File: src/rtl/stage_pkg.sv
// Shared opcodes, stage encoding and constants for the stage datapath.
package stage_pkg;

  localparam logic [1:0] OP_ADD = 2'b00;
  localparam logic [1:0] OP_SUB = 2'b01;
  localparam logic [1:0] OP_MUL = 2'b10;
  localparam logic [1:0] OP_DIV = 2'b11;

  localparam logic [31:0] DIV0_RESULT = 32'hFFFF_FFFF;

  typedef enum logic [2:0] {
    IDLE,
    NUM1,
    NUM2,
    OP,
    ANS
  } stage_e;

  // The selector may raise several levels at once; later stages win.
  function automatic stage_e decode_stage(input logic store_num1,
                                          input logic store_num2,
                                          input logic display_16bit_switches,
                                          input logic display_operation,
                                          input logic display_32bit_answer);
    if (display_32bit_answer)                        return ANS;
    else if (display_operation)                      return OP;
    else if (store_num2)                             return NUM2;
    else if (store_num1 && display_16bit_switches)   return NUM1;
    else                                             return IDLE;
  endfunction

endpackage

File: src/rtl/seq_muldiv.sv
// Iterative unsigned multiplier (shift-add) and restoring divider, one bit per cycle.
module seq_muldiv
  import stage_pkg::*;
#(
  parameter int WIDTH = 16,
  parameter int ITER  = WIDTH
) (
  input  logic               clk,
  input  logic               rst_n,
  input  logic               start,
  input  logic [1:0]         mode,
  input  logic [WIDTH-1:0]   a,
  input  logic [WIDTH-1:0]   b,
  input  logic               abort,
  output logic               busy,
  output logic               done,
  output logic [2*WIDTH-1:0] result
);

  localparam int RW = 2 * WIDTH;
  localparam int CW = $clog2(ITER + 1);

  logic            busy_q, busy_d;
  logic            div_q, div_d;
  logic [CW-1:0]   cnt_q, cnt_d;
  logic [RW-1:0]   acc_q, acc_d;      // product accumulator, or remainder in the low half
  logic [RW-1:0]   mcand_q, mcand_d;  // shifting multiplicand, or divisor in the low half
  logic [WIDTH-1:0] mplier_q, mplier_d; // multiplier bits, or dividend/quotient shift
  logic [WIDTH:0]  rem_sh, rem_next;
  logic            q_bit;
  logic            last;

  assign last = (cnt_q == CW'(ITER - 1));

  // NOTE: every variable gets a default at the top of always_comb so no path
  // leaves it unassigned, which would otherwise infer a latch.
  always_comb begin
    busy_d   = busy_q;
    div_d    = div_q;
    cnt_d    = cnt_q;
    acc_d    = acc_q;
    mcand_d  = mcand_q;
    mplier_d = mplier_q;
    rem_sh   = {acc_q[WIDTH-1:0], mplier_q[WIDTH-1]};
    rem_next = rem_sh;
    q_bit    = 1'b0;

    if (start) begin
      busy_d   = 1'b1;
      div_d    = (mode == OP_DIV);
      cnt_d    = '0;
      acc_d    = '0;
      mcand_d  = (mode == OP_DIV) ? RW'(b) : RW'(a);
      mplier_d = (mode == OP_DIV) ? a : b;
    end else if (abort) begin
      busy_d = 1'b0;
    end else if (busy_q) begin
      if (div_q) begin
        if (rem_sh >= {1'b0, mcand_q[WIDTH-1:0]}) begin
          rem_next = rem_sh - {1'b0, mcand_q[WIDTH-1:0]};
          q_bit    = 1'b1;
        end
        acc_d    = RW'(rem_next[WIDTH-1:0]);
        mplier_d = {mplier_q[WIDTH-2:0], q_bit};
      end else begin
        if (mplier_q[0]) acc_d = acc_q + mcand_q;
        mcand_d  = mcand_q << 1;
        mplier_d = mplier_q >> 1;
      end
      cnt_d = cnt_q + 1'b1;
      if (last) busy_d = 1'b0;
    end
  end

  // The final iteration's result is presented combinationally so the
  // consumer can register it on the same edge the engine goes idle.
  assign done   = busy_q && last && !abort && !start;
  assign result = div_q ? {acc_d[WIDTH-1:0], mplier_d} : acc_d;
  assign busy   = busy_q;

  // NOTE: sequential state uses non-blocking assignments so every register
  // samples its next value from the same pre-edge snapshot.
  // NOTE: the asynchronous active-low reset clears state without waiting for a clock edge.
  always_ff @(posedge clk or negedge rst_n) begin
    if (!rst_n) begin
      busy_q   <= 1'b0;
      div_q    <= 1'b0;
      cnt_q    <= '0;
      acc_q    <= '0;
      mcand_q  <= '0;
      mplier_q <= '0;
    end else begin
      busy_q   <= busy_d;
      div_q    <= div_d;
      cnt_q    <= cnt_d;
      acc_q    <= acc_d;
      mcand_q  <= mcand_d;
      mplier_q <= mplier_d;
    end
  end

endmodule

File: src/rtl/stage_datapath.sv
// Operand capture, launch/abort control and display mux driven by the stage selector levels.
module stage_datapath
  import stage_pkg::*;
#(
  parameter int WIDTH = 16,
  parameter int ITER  = WIDTH
) (
  input  logic               clk,
  input  logic               rst_n,
  input  logic [WIDTH-1:0]   sw,
  input  logic               store_num1,
  input  logic               store_num2,
  input  logic               store_operation,
  input  logic               display_16bit_switches,
  input  logic               display_operation,
  input  logic               display_32bit_answer,
  output logic [2*WIDTH-1:0] display_value,
  output logic               busy,
  output logic               answer_valid,
  output logic               div_zero
);

  localparam int RW = 2 * WIDTH;

  stage_e           stage;
  logic             ans, start;
  logic             eng_start, eng_done, eng_busy;
  logic [RW-1:0]    eng_result;

  logic [WIDTH-1:0] a_q, a_d, b_q, b_d;
  logic [1:0]       op_q, op_d;
  logic [RW-1:0]    result_q, result_d;
  logic [RW-1:0]    display_q, display_d;
  logic             valid_q, valid_d;
  logic             dz_q, dz_d;
  logic             prev_ans_q;

  // The operation stage is recognised from display_operation alone.
  logic unused_store_operation;
  assign unused_store_operation = store_operation;

  assign stage = decode_stage(store_num1, store_num2, display_16bit_switches,
                              display_operation, display_32bit_answer);
  assign ans   = (stage == ANS);
  assign start = ans && !prev_ans_q;

  assign eng_start = start && op_q[1] && !((op_q == OP_DIV) && (b_q == '0));

  seq_muldiv #(.WIDTH(WIDTH), .ITER(ITER)) u_muldiv (
    .clk    (clk),
    .rst_n  (rst_n),
    .start  (eng_start),
    .mode   (op_q),
    .a      (a_q),
    .b      (b_q),
    .abort  (!ans),
    .busy   (eng_busy),
    .done   (eng_done),
    .result (eng_result)
  );

  always_comb begin
    a_d       = a_q;
    b_d       = b_q;
    op_d      = op_q;
    result_d  = result_q;
    valid_d   = valid_q;
    dz_d      = dz_q;
    display_d = '0;

    unique case (stage)
      NUM1:    a_d  = sw;
      NUM2:    b_d  = sw;
      OP:      op_d = sw[1:0];
      default: ;
    endcase

    if (!ans) begin
      valid_d = 1'b0;
    end else if (start) begin
      dz_d    = 1'b0;
      valid_d = 1'b0;
      unique case (op_q)
        OP_ADD: begin
          result_d = RW'(a_q) + RW'(b_q);
          valid_d  = 1'b1;
        end
        OP_SUB: begin
          result_d = RW'(a_q) - RW'(b_q);
          valid_d  = 1'b1;
        end
        OP_DIV: begin
          if (b_q == '0) begin
            result_d = RW'(DIV0_RESULT);
            dz_d     = 1'b1;
            valid_d  = 1'b1;
          end
        end
        default: ;
      endcase
    end else if (eng_done) begin
      result_d = eng_result;
      valid_d  = 1'b1;
    end

    // Built from next-state values so a finished answer shows on the same edge it becomes valid.
    unique case (stage)
      NUM1, NUM2: display_d = RW'(sw);
      OP:         display_d = RW'(sw[1:0]);
      ANS:        display_d = valid_d ? result_d : '0;
      default:    display_d = '0;
    endcase
  end

  always_ff @(posedge clk or negedge rst_n) begin
    if (!rst_n) begin
      a_q        <= '0;
      b_q        <= '0;
      op_q       <= OP_ADD;
      result_q   <= '0;
      display_q  <= '0;
      valid_q    <= 1'b0;
      dz_q       <= 1'b0;
      prev_ans_q <= 1'b0;
    end else begin
      a_q        <= a_d;
      b_q        <= b_d;
      op_q       <= op_d;
      result_q   <= result_d;
      display_q  <= display_d;
      valid_q    <= valid_d;
      dz_q       <= dz_d;
      prev_ans_q <= ans;
    end
  end

  assign display_value = display_q;
  assign busy          = eng_busy;
  assign answer_valid  = valid_q;
  assign div_zero      = dz_q;

endmodule

File: config.mk
export PLATFORM = sky130hd
export DESIGN_NAME = stage_datapath
export DESIGN_NICKNAME = d
export VERILOG_FILES = /design/src/rtl/stage_pkg.sv /design/src/rtl/seq_muldiv.sv /design/src/rtl/stage_datapath.sv
export SDC_FILE = /design/constraint.sdc
export NUM_CORES = 1
export LEC_CHECK = 0
export BUFFER_PORTS_ARGS = -buffer_cell sky130_fd_sc_hd__buf_2
export CAP_MARGIN = 10
export CELL_PAD_IN_SITES_DETAIL_PLACEMENT = 1
export CELL_PAD_IN_SITES_GLOBAL_PLACEMENT = 1
export CORE_MARGIN = 1
export CORE_UTILIZATION = 48
export DETAILED_ROUTE_END_ITERATION = 16
export PLACE_DENSITY_LB_ADDON = 0.1
export SLEW_MARGIN = 25
export SYNTH_ARGS = -nofsm -noshare
export SYNTH_HDL_FRONTEND = slang
export SYNTH_SLANG_ARGS = --single-unit
File: constraint.sdc
create_clock -name clk -period 4.3 [get_ports clk]
set_input_delay 0.645 -clock clk [delete_from_list [all_inputs] [get_ports clk]]
set_output_delay 0.645 -clock clk [all_outputs]
set_load 0.02 [all_outputs]
==> results of run 1 <==
[logic make-up (layout without fill, tap and decap cells)]
logic type / count (synthesis) / after routing / synth area share (%)
AOI/OAI and AO/OA: 508 / 508 / 25.1
and+or+nand+nor: 476 / 476 / 16.6
muxes: 80 / 80 / 6.28
buffers and inverters: 143 / 191 / 4.48
adders and majority gates: 85 / 85 / 8.32
DFF: 188 / 188 / 35.8
xor gates and xnor gates: 51 / 51 / 3.40
[power by group]
group	internal, mW	leakage, nW	switching, mW
Sequential	2.17	2.40	0.533
Combinational	1.75	3.94	2.79
Clock	0.846	0.299	0.860
[cell type report]
type	instances	area (um^2)
clock buffers	17	425
clock inverters	15	189
fillers	3217	12400
inverters	64	240
multi-input cells	1200	7890
flip-flops and latches	188	4710
well taps	341	427
repair buffers	95	604
[stage by stage]
| step | cell area (um^2) | hold WS [ns] | cells | util (%) | total power [mW] |
|---|---|---|---|---|---|
| floorplan | 13100 | 0.349 | 1531 | - | 5.79 |
| CTS | 14500 | 0.325 | 1920 | 53.9 | 8.87 |
| global route | 14500 | 0.364 | 1920 | 53.9 | 9.43 |
| finish | 14500 | 0.272 | 1920 | 53.9 | 8.95 |
| detailed placement | 13900 | 0.476 | 1888 | 51.6 | 7.11 |
| global placement | 13900 | 0.467 | 1888 | 51.6 | 6.96 |
[worst max path at each step]
stage | start | end | slack (ns) | cells past startpoint
global route | b_q[2]$_DFFE_PN0P_ | display_value[29]$_DFF_PN0_ | 0.07 | 11
CTS | b_q[2]$_DFFE_PN0P_ | display_value[29]$_DFF_PN0_ | 0.38 | 11
floorplan | u_muldiv.acc_q[0]$_DFF_PN0_ | display_value[26]$_DFF_PN0_ | 1.24 | 12
detailed placement | u_muldiv.acc_q[0]$_DFF_PN0_ | display_value[26]$_DFF_PN0_ | 0.50 | 12
global placement | u_muldiv.acc_q[0]$_DFF_PN0_ | display_value[26]$_DFF_PN0_ | 0.58 | 12
finish | b_q[2]$_DFFE_PN0P_ | display_value[29]$_DFF_PN0_ | 0.24 | 11
[layout by cell type, fill, tap and decap left out, types with 18 or more instances in the layout]
master / n
mux2i_1: 60
nor3_1: 30
a21oi_1: 127
dfrtp_1: 187
mux2_2: 20
a211oi_1: 26
o211ai_1: 40
ha_1: 81
xnor2_1: 33
nand3_1: 41
o21ai_0: 131
inv_1: 62
buf_2: 56
xor2_1: 18
nand2_1: 191
buf_4: 36
nor2_1: 107
[routing by layer]
| layer | GRT usage, % | up-vias |
|---|---|---|
| met1 | 45.5 | 6317 |
| li1 | - | 5638 |
| met3 | 5.08 | 97 |
| met4 | 13.7 | 0 |
| met2 | 57.3 | 384 |
| met5 | 0 | - |
[sequential cells by signal, indices dropped and copies added, names as in the netlist, 2 cells and up]
| register | count |
|---|---|
| u_muldiv.acc_q | 32 |
| a_q | 16 |
| b_q | 16 |
| op_q | 2 |
| result_q | 32 |
| u_muldiv.mcand_q | 32 |
| u_muldiv.mplier_q | 16 |
| display_value | 32 |
| u_muldiv.cnt_q | 5 |
[worst max-delay path: stages (launching register included)]
cell and delay, ns:
dfrtp_1 0.48, inv_1 0.09, ha_1 0.45, a211oi_1 0.15
o211ai_1 0.38, nand4_1 0.21, a31oi_1 0.41, a31oi_1 0.30
o21ai_1 0.74, o211ai_1 0.19, o21ai_0 0.34, a21oi_1 0.16
==> results.md, run 1 <==
- First-pass GRT wire length: 74,500 um
- Pre-CTS setup slack: 0.497 ns
- Ports: 59
- Worst-path clk slew: 0.08 ns
- Avg Cell Area, Syn: 8.59 um^2
- Starting Density: 48.9%
- Drc violations: 0
- Layout area overhead: 10.1%
- Clock sinks: 188
- Unrepaired setup endpoints after global routing: false
- Post-synth top area cell: dfrtp_1
- Largest net degree at the start of global routing: 102
- Most common flop cell mapped by yosys: dfrtp_1
- Top layer in use: met4
- Port buffer count: 57
- Hold WC Path Type: primary input to async pin
- Relative slew slack: 38.6%
- Post-DP HPWL: 35,500 um
- Total gr overflow: 0
- Top cell type's share of synthesized area: 35.8%
- Synth async-reset ratio: 100%
- Placer congestion estimate: 0.933
- Clock Skews: 0.0170 ns
- Setup violations, final: 0
- Root buf cell: clkbuf_16
- Vias: 12,436
- TritonCTS clock tree: done
- Setup ws final: 0.243 ns
- # nets final: 1,675
- Critical R2R Capture: display_value[29]$_DFF_PN0_
- Die extent in y: 167 um
- Share of cells above drive strength 1: 11.5%
- Routed WL per cell: 24.7 um
- 1st-iter DRT viols: 980
- Die Wd: 167 um
- Post-synth top cells: nand2_1, dfrtp_1, o21ai_0, a21oi_1, nor2_1
- Total CTS buffers: 17
- Max_cap viols: 0
- H-tree level count: 4
- Synth Register Bits: 188
- Final Max Slew Viols: 0
- CP arrival: 4.38 ns
- DRT met1 WL: 20,500 um
- Warnings, synthesis: 0
- CP startpoint kind: flop
- Gr usage total: 34.6%
- Hold buffer count at cts: 0
- Clk_lat worst skew: 0.47 ns
- Routed wire length on met2: 22,600 um
- Buffers from clock root to sink, at most: 2
- WL final: 47,300 um
- Drt via density: 6.48
- Number of synthesized flops with an enable pin: 0
- Final hold vios: 0
- Post-synth cell types: 85
- Worst Setup End Kind: flop
- Final worst-path cycle share: 94.4%
- Tmin final: 4.06 ns
- Worst R2R Setup Slack: 0.24 ns
- Max VDD drop: 293 uV
- Routed Antenna Nets: 0
- R2r worst-path depth: 11
- Post-synthesis sequential area ratio: 35.8%
- CP required: 4.62 ns
- Worst r2r src: b_q[2]$_DFFE_PN0P_
- Post-CTS setup buffer count: 0
- Leak Pwr: 6.64 nW
- Setup tns final: 0 ns
- Top-count cell post-synth: nand2_1
- Max frequency: 246 MHz
- Outcome: completed
- Cell Area, Synth: 0.0131 mm^2
- Power Dens Cells: 618 mW/mm^2
- Core area: 0.0269 mm^2
- Diode count: 0
- Die area: 0.0281 mm^2
- DR WL met3: 2590 um
- Post-cts sizing count: 0
- Mapped Nets: 1,640
- Worst Path Max Fanout: 9
- Initial antenna violation count: 1
- FP Rows: 60
- Mapped Cells: 1,531
- First-pass detailed-route iteration total: 5
- Number of global-route vias before repair: 12,844
- Type of the worst setup path: flop to flop
- Worst slew pin tran: 0.918 ns
- Main area contributors after synthesis: dfrtp_1, ha_1, nand2_1, o21ai_0, a21oi_1
Note: power is estimated with default switching activity, not from simulation.
==> run 2, diff against run 1 <==
CORE_MARGIN = 2   (was 1)
CORE_UTILIZATION = 40   (was 48)
==> run 2 against run 1 <==
Net effect: non-clock buffer count grew 10; maximum frequency grew 4.4%; setup slack gained 0.17 ns; sequential share of layout area shrank 0.45 points; critical path depth is the same; critical path type unchanged; highest routed layer unchanged.
==> results.md, run 2 (synthesized netlist as in run 1, its figures left out) <==
- Power Dens Cells: 614 mW/mm^2
- Type of the worst setup path: flop to flop
- CP required: 4.63 ns
- Power, Total: 9.02 mW
- Post-cts sizing count: 0
- Largest net degree at the start of global routing: 96
- Core area: 0.0325 mm^2
- Die area: 0.0343 mm^2
- Worst slew pin tran: 0.881 ns
- Clock sinks: 188
- First-pass detailed-route iteration total: 5
- Worst r2r src: b_q[2]$_DFFE_PN0P_
- Relative slew slack: 41.3%
- # nets final: 1,685
- Die Wd: 185 um
- Worst Path Max Fanout: 8
- Root buf cell: clkbuf_16
- Most frequent cells in the layout: nand2_1, dfrtp_1, o21ai_0
- WL final: 47,800 um
- Setup violations, final: 0
- H-tree level count: 4
- Leak Pwr: 6.69 nW
- TritonCTS clock tree: done
- Hold_ws: 0.256 ns
- Worst R2R Setup Slack: 0.41 ns
- Post-route cell area: 0.0147 mm^2
- Routed Antenna Nets: 0
- Worst Setup End Kind: flop
- CP startpoint kind: flop
- Drt via density: 5.99
- Hold WC Path Type: primary input to async pin
- Post-CTS setup buffer count: 0
- Final worst-path cycle share: 90.4%
- Setup tns final: 0 ns
- DP Area: 0.0141 mm^2
- Ports: 59
- R2r worst-path depth: 11
- Dpl cells: 1,999
- Layout area overhead: 11.7%
- Setup ws final: 0.413 ns
- CP arrival: 4.22 ns
- 1st-iter DRT viols: 816
- Final Max Slew Viols: 0
- Gr usage total: 28.7%
- Worst-path clk slew: 0.07 ns
- Number of global-route vias before repair: 12,510
- Max VDD drop: 351 uV
- Non-Filler Instances: 2,031
- First-pass GRT wire length: 74,300 um
- Finished Core Util: 45.2%
- Most common cell after layout, fill and taps aside: nand2_1
- Vias: 12,159
- Total gr overflow: 0
- Clk_lat worst skew: 0.46 ns
- Hold buffer count at cts: 0
- Max frequency: 257 MHz
- FP Rows: 66
- Total CTS buffers: 17
- Clock Skews: 0.0154 ns
- Pre-CTS setup slack: 0.562 ns
- Placer congestion estimate: 0.935
- Max_cap viols: 0
- Buffers from clock root to sink, at most: 2
- Fillers: 3,839
- Final hold vios: 0
- Post-DP HPWL: 36,800 um
- Drc violations: 0
- Unrepaired setup endpoints after global routing: false
- Diode count: 0
- Port buffer count: 57
- Initial antenna violation count: 0
- Routed WL per cell: 23.5 um
- Die extent in y: 185 um
- Starting Density: 40.5%
- Tmin final: 3.89 ns
- Critical R2R Capture: display_value[29]$_DFF_PN0_
- Outcome: completed
- Share of cells above drive strength 1: 12.0%
-- run 2: power breakdown --
part	switching [mW]	leakage, nW	internal [mW]
clock network	0.764	0.302	0.997
logic	2.79	3.98	1.78
registers	0.519	2.40	2.17
total	4.08	6.69	4.94
-- run 2: worst max-delay path, stage by stage (launching register included) --
cell      delay, ns
dfrtp_1        0.49
inv_1          0.09
ha_1           0.46
a211oi_1       0.15
o211ai_1       0.38
nand4_1        0.21
a31oi_1        0.38
a31oi_1        0.28
o21ai_1        0.56
o211ai_1       0.25
o21ai_0        0.39
a21oi_1        0.12
-- run 2: worst max-delay path by stage --
stage                                      startpoint                     endpoint  slack (ns)  cells past startpoint
after floorplan           u_muldiv.acc_q[0]$_DFF_PN0_  display_value[26]$_DFF_PN0_        1.24                     12
after global placement             b_q[3]$_DFFE_PN0P_  display_value[29]$_DFF_PN0_        0.61                     11
after detailed placement           b_q[2]$_DFFE_PN0P_  display_value[29]$_DFF_PN0_        0.56                     11
after CTS                          b_q[1]$_DFFE_PN0P_  display_value[13]$_DFF_PN0_        0.51                     13
after global routing               b_q[2]$_DFFE_PN0P_  display_value[29]$_DFF_PN0_        0.13                     11
final                              b_q[2]$_DFFE_PN0P_  display_value[29]$_DFF_PN0_        0.41                     11
-- run 2: cell type report --
type	instances	area [um^2]	area share [%]
clock inverter	12	184	1.25
inverter	64	240	1.64
multi-input combinational	1200	7890	53.7
sequential	188	4710	32.0
tap	442	553	3.77
clock buffer	20	447	3.04
timing repair buffer	105	667	4.54
-- run 2: routing by layer --
metal / wire (um) / vias up / share of wire (%) / GRT usage (%)
li1: - / 5659 / - / -
met1: 22300 / 6177 / 47 / 39.0
met2: 22700 / 275 / 47 / 48.2
met3: 1920 / 48 / 4.0 / 4.23
met4: 875 / 0 / 1.8 / 6.63
met5: 0 / - / 0 / 0
